**config.mk**
```make
export PLATFORM = sky130hd
export DESIGN_NAME = gpio_irq_scheduler_flat
export DESIGN_NICKNAME = d
export VERILOG_FILES = /design/src/rtl/gpio_irq_scheduler_if.sv /design/src/rtl/gpio_irq_scheduler.sv /design/src/flat_wrapper.sv
export SDC_FILE = /design/constraint.sdc
export NUM_CORES = 1
export LEC_CHECK = 0
export CAP_MARGIN = 0
export CORE_UTILIZATION = 43
export DETAILED_ROUTE_END_ITERATION = 16
export GPL_TIMING_DRIVEN = 0
export MAX_ROUTING_LAYER = met4
export PLACE_DENSITY = 0.95
export SETUP_SLACK_MARGIN = 0.3
export SYNTH_ARGS = -nofsm -noshare
export SYNTH_HDL_FRONTEND = slang
export SYNTH_SLANG_ARGS = --single-unit
```
**constraint.sdc**
```tcl
create_clock -name clk -period 3.43 [get_ports clk]
set_input_delay 0.5145 -clock clk [delete_from_list [all_inputs] [get_ports clk]]
set_output_delay 0.5145 -clock clk [all_outputs]
set_load 0.05 [all_outputs]
```
**src/rtl/gpio_irq_scheduler_if.sv**
```systemverilog
// Bus between the GPIO edge detectors / register file / core and the interrupt scheduler.
// master drives detection pulses, mask, clears and ack; slave returns irq and status.
interface gpio_irq_scheduler_if;
    logic [31:0] rising_edge_interrupt_detected;
    logic [31:0] falling_edge_interrupt_detected;
    logic [31:0] irq_mask;
    logic        pending_clr_valid;
    logic [31:0] pending_clr;
    logic        irq_ack;
    logic        irq;
    logic [4:0]  irq_id;
    logic [31:0] pending;
    logic [31:0] overrun;

    modport master (
        output rising_edge_interrupt_detected, falling_edge_interrupt_detected, irq_mask,
               pending_clr_valid, pending_clr, irq_ack,
        input  irq, irq_id, pending, overrun
    );

    modport slave (
        input  rising_edge_interrupt_detected, falling_edge_interrupt_detected, irq_mask,
               pending_clr_valid, pending_clr, irq_ack,
        output irq, irq_id, pending, overrun
    );
endinterface

```
**src/rtl/gpio_irq_scheduler.sv**
```systemverilog
// Sticky pending/overrun latching plus a one-at-a-time irq/ack presenter for 32 GPIO pins.
// Define GPIO_IRQ_ROUND_ROBIN_EN for round-robin arbitration; otherwise lowest index wins.
module gpio_irq_scheduler (
    input  logic                       clk,
    input  logic                       rst,
    gpio_irq_scheduler_if.slave        bus
);
    typedef enum logic [1:0] {StIdle, StArb, StActive} state_e;

    state_e      state_q, state_d;
    logic [31:0] pending_q, pending_d;
    logic [31:0] overrun_q, overrun_d;
    logic [4:0]  irq_id_q, irq_id_d;
    logic        irq_q, irq_d;

    logic [31:0] event_w, sw_clr, ack_clr, cand;
    logic        cand_any, ack_hit, clr_hit;
    logic [4:0]  winner;

    assign event_w  = bus.rising_edge_interrupt_detected | bus.falling_edge_interrupt_detected;
    assign sw_clr   = bus.pending_clr_valid ? bus.pending_clr : 32'd0;
    assign cand     = pending_q & ~bus.irq_mask;
    assign cand_any = |cand;
    assign ack_hit  = (state_q == StActive) && bus.irq_ack;
    assign clr_hit  = (state_q == StActive) && sw_clr[irq_id_q];
    assign ack_clr  = ack_hit ? (32'd1 << irq_id_q) : 32'd0;

`ifdef GPIO_IRQ_ROUND_ROBIN_EN
    logic [4:0] rr_q, rr_d;

    // Descending scan so the candidate nearest the pointer overwrites the rest.
    always_comb begin
        logic [4:0] idx;
        winner = 5'd0;
        for (int k = 31; k >= 0; k--) begin
            idx = rr_q + 5'd1 + k[4:0];
            if (cand[idx]) winner = idx;
        end
    end

    assign rr_d = ack_hit ? irq_id_q : rr_q;

    always_ff @(posedge clk or posedge rst) begin
        if (rst) rr_q <= 5'd31;
        else     rr_q <= rr_d;
    end
`else
    always_comb begin
        winner = 5'd0;
        for (int k = 31; k >= 0; k--) begin
            if (cand[k]) winner = k[4:0];
        end
    end
`endif

    // Set wins over both software and ack clears.
    always_comb begin
        pending_d = (pending_q & ~(sw_clr | ack_clr)) | event_w;
        overrun_d = (overrun_q & ~sw_clr) | (event_w & pending_q);
    end

    always_ff @(posedge clk or posedge rst) begin
        if (rst) begin
            state_q   <= StIdle;
            pending_q <= 32'd0;
            overrun_q <= 32'd0;
            irq_id_q  <= 5'd0;
            irq_q     <= 1'b0;
        end else begin
            state_q   <= state_d;
            pending_q <= pending_d;
            overrun_q <= overrun_d;
            irq_id_q  <= irq_id_d;
            irq_q     <= irq_d;
        end
    end

    always_comb begin
        state_d = state_q;
        unique case (state_q)
            StIdle:   if (cand_any) state_d = StArb;
            StArb:    state_d = cand_any ? StActive : StIdle;
            StActive: if (ack_hit || clr_hit) state_d = StIdle;
            default:  state_d = StIdle;
        endcase
    end

    // irq is registered from the next state so it has no input-to-output path.
    always_comb begin
        irq_d    = (state_d == StActive);
        irq_id_d = irq_id_q;
        if (state_q == StArb && cand_any) irq_id_d = winner;
    end

    assign bus.irq     = irq_q;
    assign bus.irq_id  = irq_id_q;
    assign bus.pending = pending_q;
    assign bus.overrun = overrun_q;
endmodule
```
**src/flat_wrapper.sv**
```systemverilog
// flat-port wrapper written by rule: the top's interface ports become plain ports
module gpio_irq_scheduler_flat 
  (clk, rst, bus_rising_edge_interrupt_detected, bus_falling_edge_interrupt_detected, bus_irq_mask, bus_pending_clr_valid, bus_pending_clr, bus_irq_ack, bus_irq, bus_irq_id, bus_pending, bus_overrun);
  gpio_irq_scheduler_if bus_i ();
  input  logic clk;
  input  logic rst;
  input wire logic [$bits(bus_i.rising_edge_interrupt_detected)-1:0] bus_rising_edge_interrupt_detected;
  input wire logic [$bits(bus_i.falling_edge_interrupt_detected)-1:0] bus_falling_edge_interrupt_detected;
  input wire logic [$bits(bus_i.irq_mask)-1:0] bus_irq_mask;
  input wire logic [$bits(bus_i.pending_clr_valid)-1:0] bus_pending_clr_valid;
  input wire logic [$bits(bus_i.pending_clr)-1:0] bus_pending_clr;
  input wire logic [$bits(bus_i.irq_ack)-1:0] bus_irq_ack;
  output wire logic [$bits(bus_i.irq)-1:0] bus_irq;
  output wire logic [$bits(bus_i.irq_id)-1:0] bus_irq_id;
  output wire logic [$bits(bus_i.pending)-1:0] bus_pending;
  output wire logic [$bits(bus_i.overrun)-1:0] bus_overrun;
  assign bus_i.rising_edge_interrupt_detected = bus_rising_edge_interrupt_detected;
  assign bus_i.falling_edge_interrupt_detected = bus_falling_edge_interrupt_detected;
  assign bus_i.irq_mask = bus_irq_mask;
  assign bus_i.pending_clr_valid = bus_pending_clr_valid;
  assign bus_i.pending_clr = bus_pending_clr;
  assign bus_i.irq_ack = bus_irq_ack;
  assign bus_irq = bus_i.irq;
  assign bus_irq_id = bus_i.irq_id;
  assign bus_pending = bus_i.pending;
  assign bus_overrun = bus_i.overrun;
  gpio_irq_scheduler u_core (.clk(clk), .rst(rst), .bus(bus_i));
endmodule
```
=== Word level (Yosys, flattened, before mapping) ===
Cells that the tools add are included.

* Register bits after elaboration: 72
* Bits of input ports: 132

* Magnitude comparators: 1
* Equal/unequal tests: 3
* Shifts and indexed selects: 1
* Mux-type cells: 40
* Bitwise gates (word level): 11
* Reductions and logical operators: 6

{| class="wikitable"
|+ Operator list
! cell !! number
|-
| $mux 5 || 32
|-
| $and 32x32->32 || 4
|-
| $or 32x32->32 || 4
|-
| $not 32->32 || 3
|-
| $mux 32 || 2
|-
| $reduce_or 32->1 || 1
|-
| $shl 1x5->32 const A || 1
|-
| $lt 5x6->1 const B || 1
|-
| $mux 2 || 3
|-
| $pmux 2 s3 || 1
|-
| $bmux 1 s5 || 1
|-
| $eq 2x2->1 const B || 2
|-
| $logic_and 1x1->1 || 3
|-
| $eq 2x1->1 const B || 1
|-
| $logic_not 2->1 || 1
|-
| $logic_or 1x1->1 || 1
|-
| $mux 1 || 1
|}

=== Longest topological paths before layout ===
* Word-level depth: 34
* Gate-level depth with buffers: 7
* Mapped depth without buffers: 6

=== Worst setup path after synthesis ===
No wires, ideal clock.

* Path kind: register to register
* Start point: register u_core.irq_id_q[0], in the netlist u_core.bus.irq_id[0]
* End point: register u_core.irq_q, in the netlist u_core.bus.irq
* Setup time: 110 ps
* Arrival time: 2159 ps
* Required time: 3320 ps
* Slack: 1161 ps
* Stages on the path, launching flop included: 6
* Cell sequence: dfrtp_1 -> mux4_2 -> o22ai_1 -> nor3_1 -> or4b_4 -> o41ai_1

* Longest elaborated chain between the ends: 7

{| class="wikitable"
|+ Ends and longest elaborated chain
! item !! line !! text
|-
| start, declared || gpio_irq_scheduler.sv:13 || <nowiki>logic [4:0] irq_id_q, irq_id_d;</nowiki>
|-
| start signal, assigned || gpio_irq_scheduler.sv:73 || <nowiki>irq_id_q <= irq_id_d;</nowiki>
|-
| $bmux 1 s5 || gpio_irq_scheduler.sv:25 || <nowiki>assign clr_hit = (state_q == StActive) && sw_clr[irq_id_q];</nowiki>
|-
| $mux 1 (not written as such) || gpio_irq_scheduler.sv:25 ||
|-
| $logic_and 1x1->1 || gpio_irq_scheduler.sv:25 ||
|-
| $logic_or 1x1->1 || gpio_irq_scheduler.sv:83 || <nowiki>StActive: if (ack_hit || clr_hit) state_d = StIdle;</nowiki>
|-
| $mux 2 || gpio_irq_scheduler.sv:83 ||
|-
| $pmux 2 s3 || gpio_irq_scheduler.sv:80 || <nowiki>unique case (state_q)</nowiki>
|-
| $eq 2x2->1 || gpio_irq_scheduler.sv:90 || <nowiki>irq_d = (state_d == StActive);</nowiki>
|-
| via u_core.irq_d || gpio_irq_scheduler.sv:14 || <nowiki>logic irq_q, irq_d;</nowiki>
|-
| end signal, assigned || gpio_irq_scheduler.sv:74 || <nowiki>irq_q <= irq_d;</nowiki>
|-
| end, declared || gpio_irq_scheduler.sv:14 ||
|}

The timed path passes the listed nets, and every way through them passes these cells. The select of a mux whose other input is x is not followed.
A chain may end at the register's enable or synchronous reset.

=== Final worst setup path ===
* Start point: input port bus_irq_mask[30]
* End point: register u_core.irq_id_q[2], in the netlist u_core.bus.irq_id[2]

* Longest elaborated chain between the ends: 33
* Elaborated cells on any way between the ends: 35

{| class="wikitable"
|+ Ends and longest elaborated chain
! item !! line !! text
|-
| start, declared || flat_wrapper.sv:9 || <nowiki>input wire logic [$bits(bus_i.irq_mask)-1:0] bus_irq_mask;</nowiki>
|-
| $not 32->32 (*) || gpio_irq_scheduler.sv:22 || <nowiki>assign cand = pending_q & ~bus.irq_mask;</nowiki>
|-
| $and 32x32->32 (*) || gpio_irq_scheduler.sv:22 ||
|-
| $mux 5 (31 in a row) || gpio_irq_scheduler.sv:51 || <nowiki>if (cand[k]) winner = k[4:0];</nowiki>
|}

Mark *: on every way between the ends. The rest lies on a longest branch, timed or not.

==> results.rst <==
.. list-table::
   :header-rows: 1

   * - Metric
     - Value
   * - Outcome
     - finished clean
   * - Avg Cell Area, Syn
     - about 8.8 µm²
   * - Area share of the leading cell type in the synthesized netlist
     - 46.3%
   * - Share of final-layout standard cells stronger than drive strength 1
     - under 10%
   * - Post-synthesis register bit count
     - between 70 and 80
   * - Shortest clock period the worst path allows after layout
     - 2540 ps
   * - Syn nets
     - between 500 and 600
   * - First-pass GRT wire length
     - about 23 mm
   * - Seq/Total Area, Yosys
     - 46.3%
   * - Layout net count
     - 785
   * - Overall die height
     - a little under 100 µm
   * - Worst setup timing slack at the placement stage
     - about 630 ps
   * - Syn-to-layout area delta
     - 61.3%
   * - Number of buffers added by the clock tree synthesis step
     - 9
   * - Final number of setup-violating endpoints
     - 0
   * - Area of all placed cells without fillers
     - 6270 µm²
   * - Post-route clock period utilization
     - approximately three quarters
   * - Slew Limit Fails
     - 0
   * - CTS Hold Bufs
     - 0
   * - Gpl congestion
     - 0.939
   * - Critical path data required time
     - 3670 ps
   * - Post-layout worst setup margin
     - around 890 ps
   * - Pin count of the biggest net entering global routing
     - 73
   * - Antenna violation net count after detailed routing
     - 0
   * - Antenna diode instance count
     - 0
   * - Worst relative slew slack
     - between 30 and 40%
   * - Clock transition at the registers of the reported paths
     - roughly 70 ps
   * - Overflow after GRT
     - 0
   * - TritonCTS Sinks
     - 72
   * - Leading post-synthesis cells by cell area
     - sky130_fd_sc_hd__dfrtp_1 (46%), sky130_fd_sc_hd__nand2_1 (14%), sky130_fd_sc_hd__a311o_1 (8.5%)
   * - Number of instances resized during post-cts repair
     - 0
   * - Setup repair after global routing missed its margin
     - false
   * - Yosys top cell by area
     - sky130_fd_sc_hd__dfrtp_1
   * - Bufs on Longest Clock Path
     - 2
   * - Internal reg-to-reg setup slack
     - between 1000 and 1500 ps
   * - Gate Count Post-Synth
     - between 400 and 500
   * - Leading register cell type out of synthesis
     - sky130_fd_sc_hd__dfrtp_1
   * - Pin slew with the least headroom to its limit
     - approximately 1000 ps
   * - Share of synthesized flip-flops with an asynchronous set or reset
     - 100%
   * - Fmax
     - around 390 MHz
   * - Routed Wire Length
     - approximately 15 mm
   * - Smallest hold slack
     - between 400 and 500 ps
   * - Detailed Route Iter0 Violations
     - roughly 300
   * - Total power density per cell area
     - around 480 nW/µm²
   * - Boundary pin count
     - between 200 and 250
   * - Average wire length per cell after detail routing
     - 19.2 µm
   * - Setup CP Type
     - in -> reg
   * - Initial cell density of the core
     - 44.6%
   * - Core box area
     - just under 9000 µm²
   * - Worst ir drop on vdd
     - 0.286 mV
   * - Number of distinct library cell variants in the gate-level netlist after synthesis
     - 41
   * - Sum of negative setup slack
     - 0 ps
   * - Total cell area at the placement stage
     - 6030 µm²
   * - Cell leakage power
     - between 2 and 2.5 nW
   * - Worst skew pair latency
     - 350 ps
   * - Reg-to-Reg End
     - u_core.bus.irq_id[2]
   * - End point of the critical path
     - u_core.bus.irq_id[2]
   * - Kind of start point of the critical path
     - input port
   * - Worst endpoint data arrival time
     - ~2800 ps
   * - Rows
     - 34
   * - IO Port Bufs
     - 200
   * - Via count of the first global-routing pass
     - ~4700
   * - Synthesized area
     - slightly below 4000 µm²
   * - Crit. End Element
     - flop
   * - Setup crit start
     - bus_irq_mask[30]
   * - Post-CTS repair timing setup buffer count
     - 0
   * - Number of synthesized flops with an enable pin
     - 0
   * - Max-capacitance violation count
     - 0
   * - Number of H-tree levels
     - 3
   * - Number of antenna violations at the first check in global routing
     - 0
   * - Overall track demand over capacity in global routing
     - between 30% and 40%
   * - Die W
     - 97.1 µm
   * - Worst Clk Skew
     - approximately 5.3 ps
   * - Number of vias after detailed routing
     - about 4500
   * - Area enclosed by the die boundary
     - 9430 µm²
   * - Biggest fanout along the worst timing path
     - 9
   * - Clock Root Buffer
     - sky130_fd_sc_hd__clkbuf_8
   * - Number of detailed-route iterations in the first pass
     - 5
   * - Count of placed standard cells including taps
     - 750
   * - Hold crit path type
     - reg -> reg
   * - TritonCTS clock tree
     - built
   * - Non-Filler Instances
     - 766
   * - Number of remaining DRC errors
     - 0
   * - RR Startpoint
     - u_core.bus.pending[29]
   * - Detailed-route vias per instance
     - 5.83
   * - Final hold vios
     - 0
   * - Synth Warn #
     - 0
   * - Worst Reg-to-Reg Cells
     - 6
   * - HPWL Detailed
     - around 11 mm
-- how the worst min path moves through the flow --
stage	startpoint	to	slack (ps)	cells past startpoint
floorplan	u_core.state_q[0]	u_core.state_q[0]	450	1
CTS	u_core.bus.overrun[23]	u_core.bus.overrun[23]	470	2
global placement	u_core.bus.overrun[25]	u_core.bus.overrun[25]	450	2
detailed placement	u_core.bus.overrun[23]	u_core.bus.overrun[23]	460	2
global route	u_core.bus.overrun[16]	u_core.bus.overrun[16]	490	2
finish	u_core.bus.overrun[23]	u_core.bus.overrun[23]	470	2
-- sequential cells by signal, indices dropped and copies added (netlist names) --
name,cells
u_core.bus.irq,1
u_core.bus.irq_id,5
u_core.state_q,2
u_core.bus.overrun,32
u_core.bus.pending,32
-- metal layers --
layer | share of wire [%] | wire length (µm) | global-route usage (%)
met1 | 39 | 5710 | 36.9
met2 | 50 | 7350 | 54.6
met3 | 8.0 | 1170 | 7.05
met4 | 3.3 | 483 | 14.2
met5 | 0 | 0 | -
-- cells in the final DEF (no fill, tap or decap), drive strengths merged, types with 2 or more instances in the layout --
cell type / n
clkdlybuf4s50: 200
nand2: 144
dfrtp: 72
o21ai: 37
a311o: 33
nand2b: 23
nor2b: 22
clkbuf: 20
a21oi: 13
nor2: 11
nor3: 8
inv: 7
nand4: 5
nor4: 5
mux2i: 5
a211oi: 5
buf: 4
mux4: 4
o31ai: 4
nand3: 3
nand4b: 3
bufinv: 3
and2: 2
a21o: 2
a2111oi: 2
o22ai: 2
o41ai: 2
mux2: 2
clkinv: 2
-- cell usage after synthesis, types with 4 or more instances --
cell type                  count
sky130_fd_sc_hd__nand2_1     144
sky130_fd_sc_hd__dfrtp_1      72
sky130_fd_sc_hd__o21ai_0      37
sky130_fd_sc_hd__a311o_1      33
sky130_fd_sc_hd__nand2b_1     23
sky130_fd_sc_hd__nor2b_1      22
sky130_fd_sc_hd__a21oi_1      13
sky130_fd_sc_hd__nor2_1       11
sky130_fd_sc_hd__clkbuf_1      9
sky130_fd_sc_hd__nor3_1        8
sky130_fd_sc_hd__inv_1         7
sky130_fd_sc_hd__a211oi_1      5
sky130_fd_sc_hd__mux2i_1       5
sky130_fd_sc_hd__nand4_1       5
sky130_fd_sc_hd__nor4_1        5
sky130_fd_sc_hd__buf_2         4
sky130_fd_sc_hd__mux4_2        4
-- layout make-up --
cell class                      count  area, µm²
Fill cell                         663       2450
Tap cell                          108        135
Sequential cell                    72       1800
Timing Repair Buffer              200       2000
Inverter                            7       28.8
Clock buffer                       11        141
Multi-Input combinational cell    350       2010
Buffer                             13       53.8
Clock inverter                      5        104
-- where the power goes --
part           switching (mW)  total (mW)  internal, mW
sequential             0.0722       0.996         0.924
combinational           0.715        1.17         0.456
clock                   0.332       0.836         0.504
total                    1.12        3.00          1.88
-- kinds of logic after synthesis --
logic type             Yosys count  synth area share, %
AOI/OAI and AO/OA              107                 19.9
and+or+nand+nor                232                 27.5
DFF                             72                 46.3
buffers and inverters           20                 2.06
muxes                           11                 4.18
-- worst max-delay path, stage by stage --
cell and delay (ps):
sky130_fd_sc_hd__clkdlybuf4s50_1 450, sky130_fd_sc_hd__nand2b_1 180, sky130_fd_sc_hd__nor4b_1 470, sky130_fd_sc_hd__nand4b_1 240, sky130_fd_sc_hd__o31ai_2 600, sky130_fd_sc_hd__a311oi_1 110
sky130_fd_sc_hd__a21o_1 200
-- stage by stage --
step	utilization, %	power, mW
2_1_floorplan	-	1.67
3_3_place_gp	69.1	2.14
3_5_place_dp	69.1	2.16
4_1_cts	72.0	3.00
5_1_grt	72.0	3.12
6_report	72.0	3.00
Note: power is estimated with default switching activity, not from simulation.
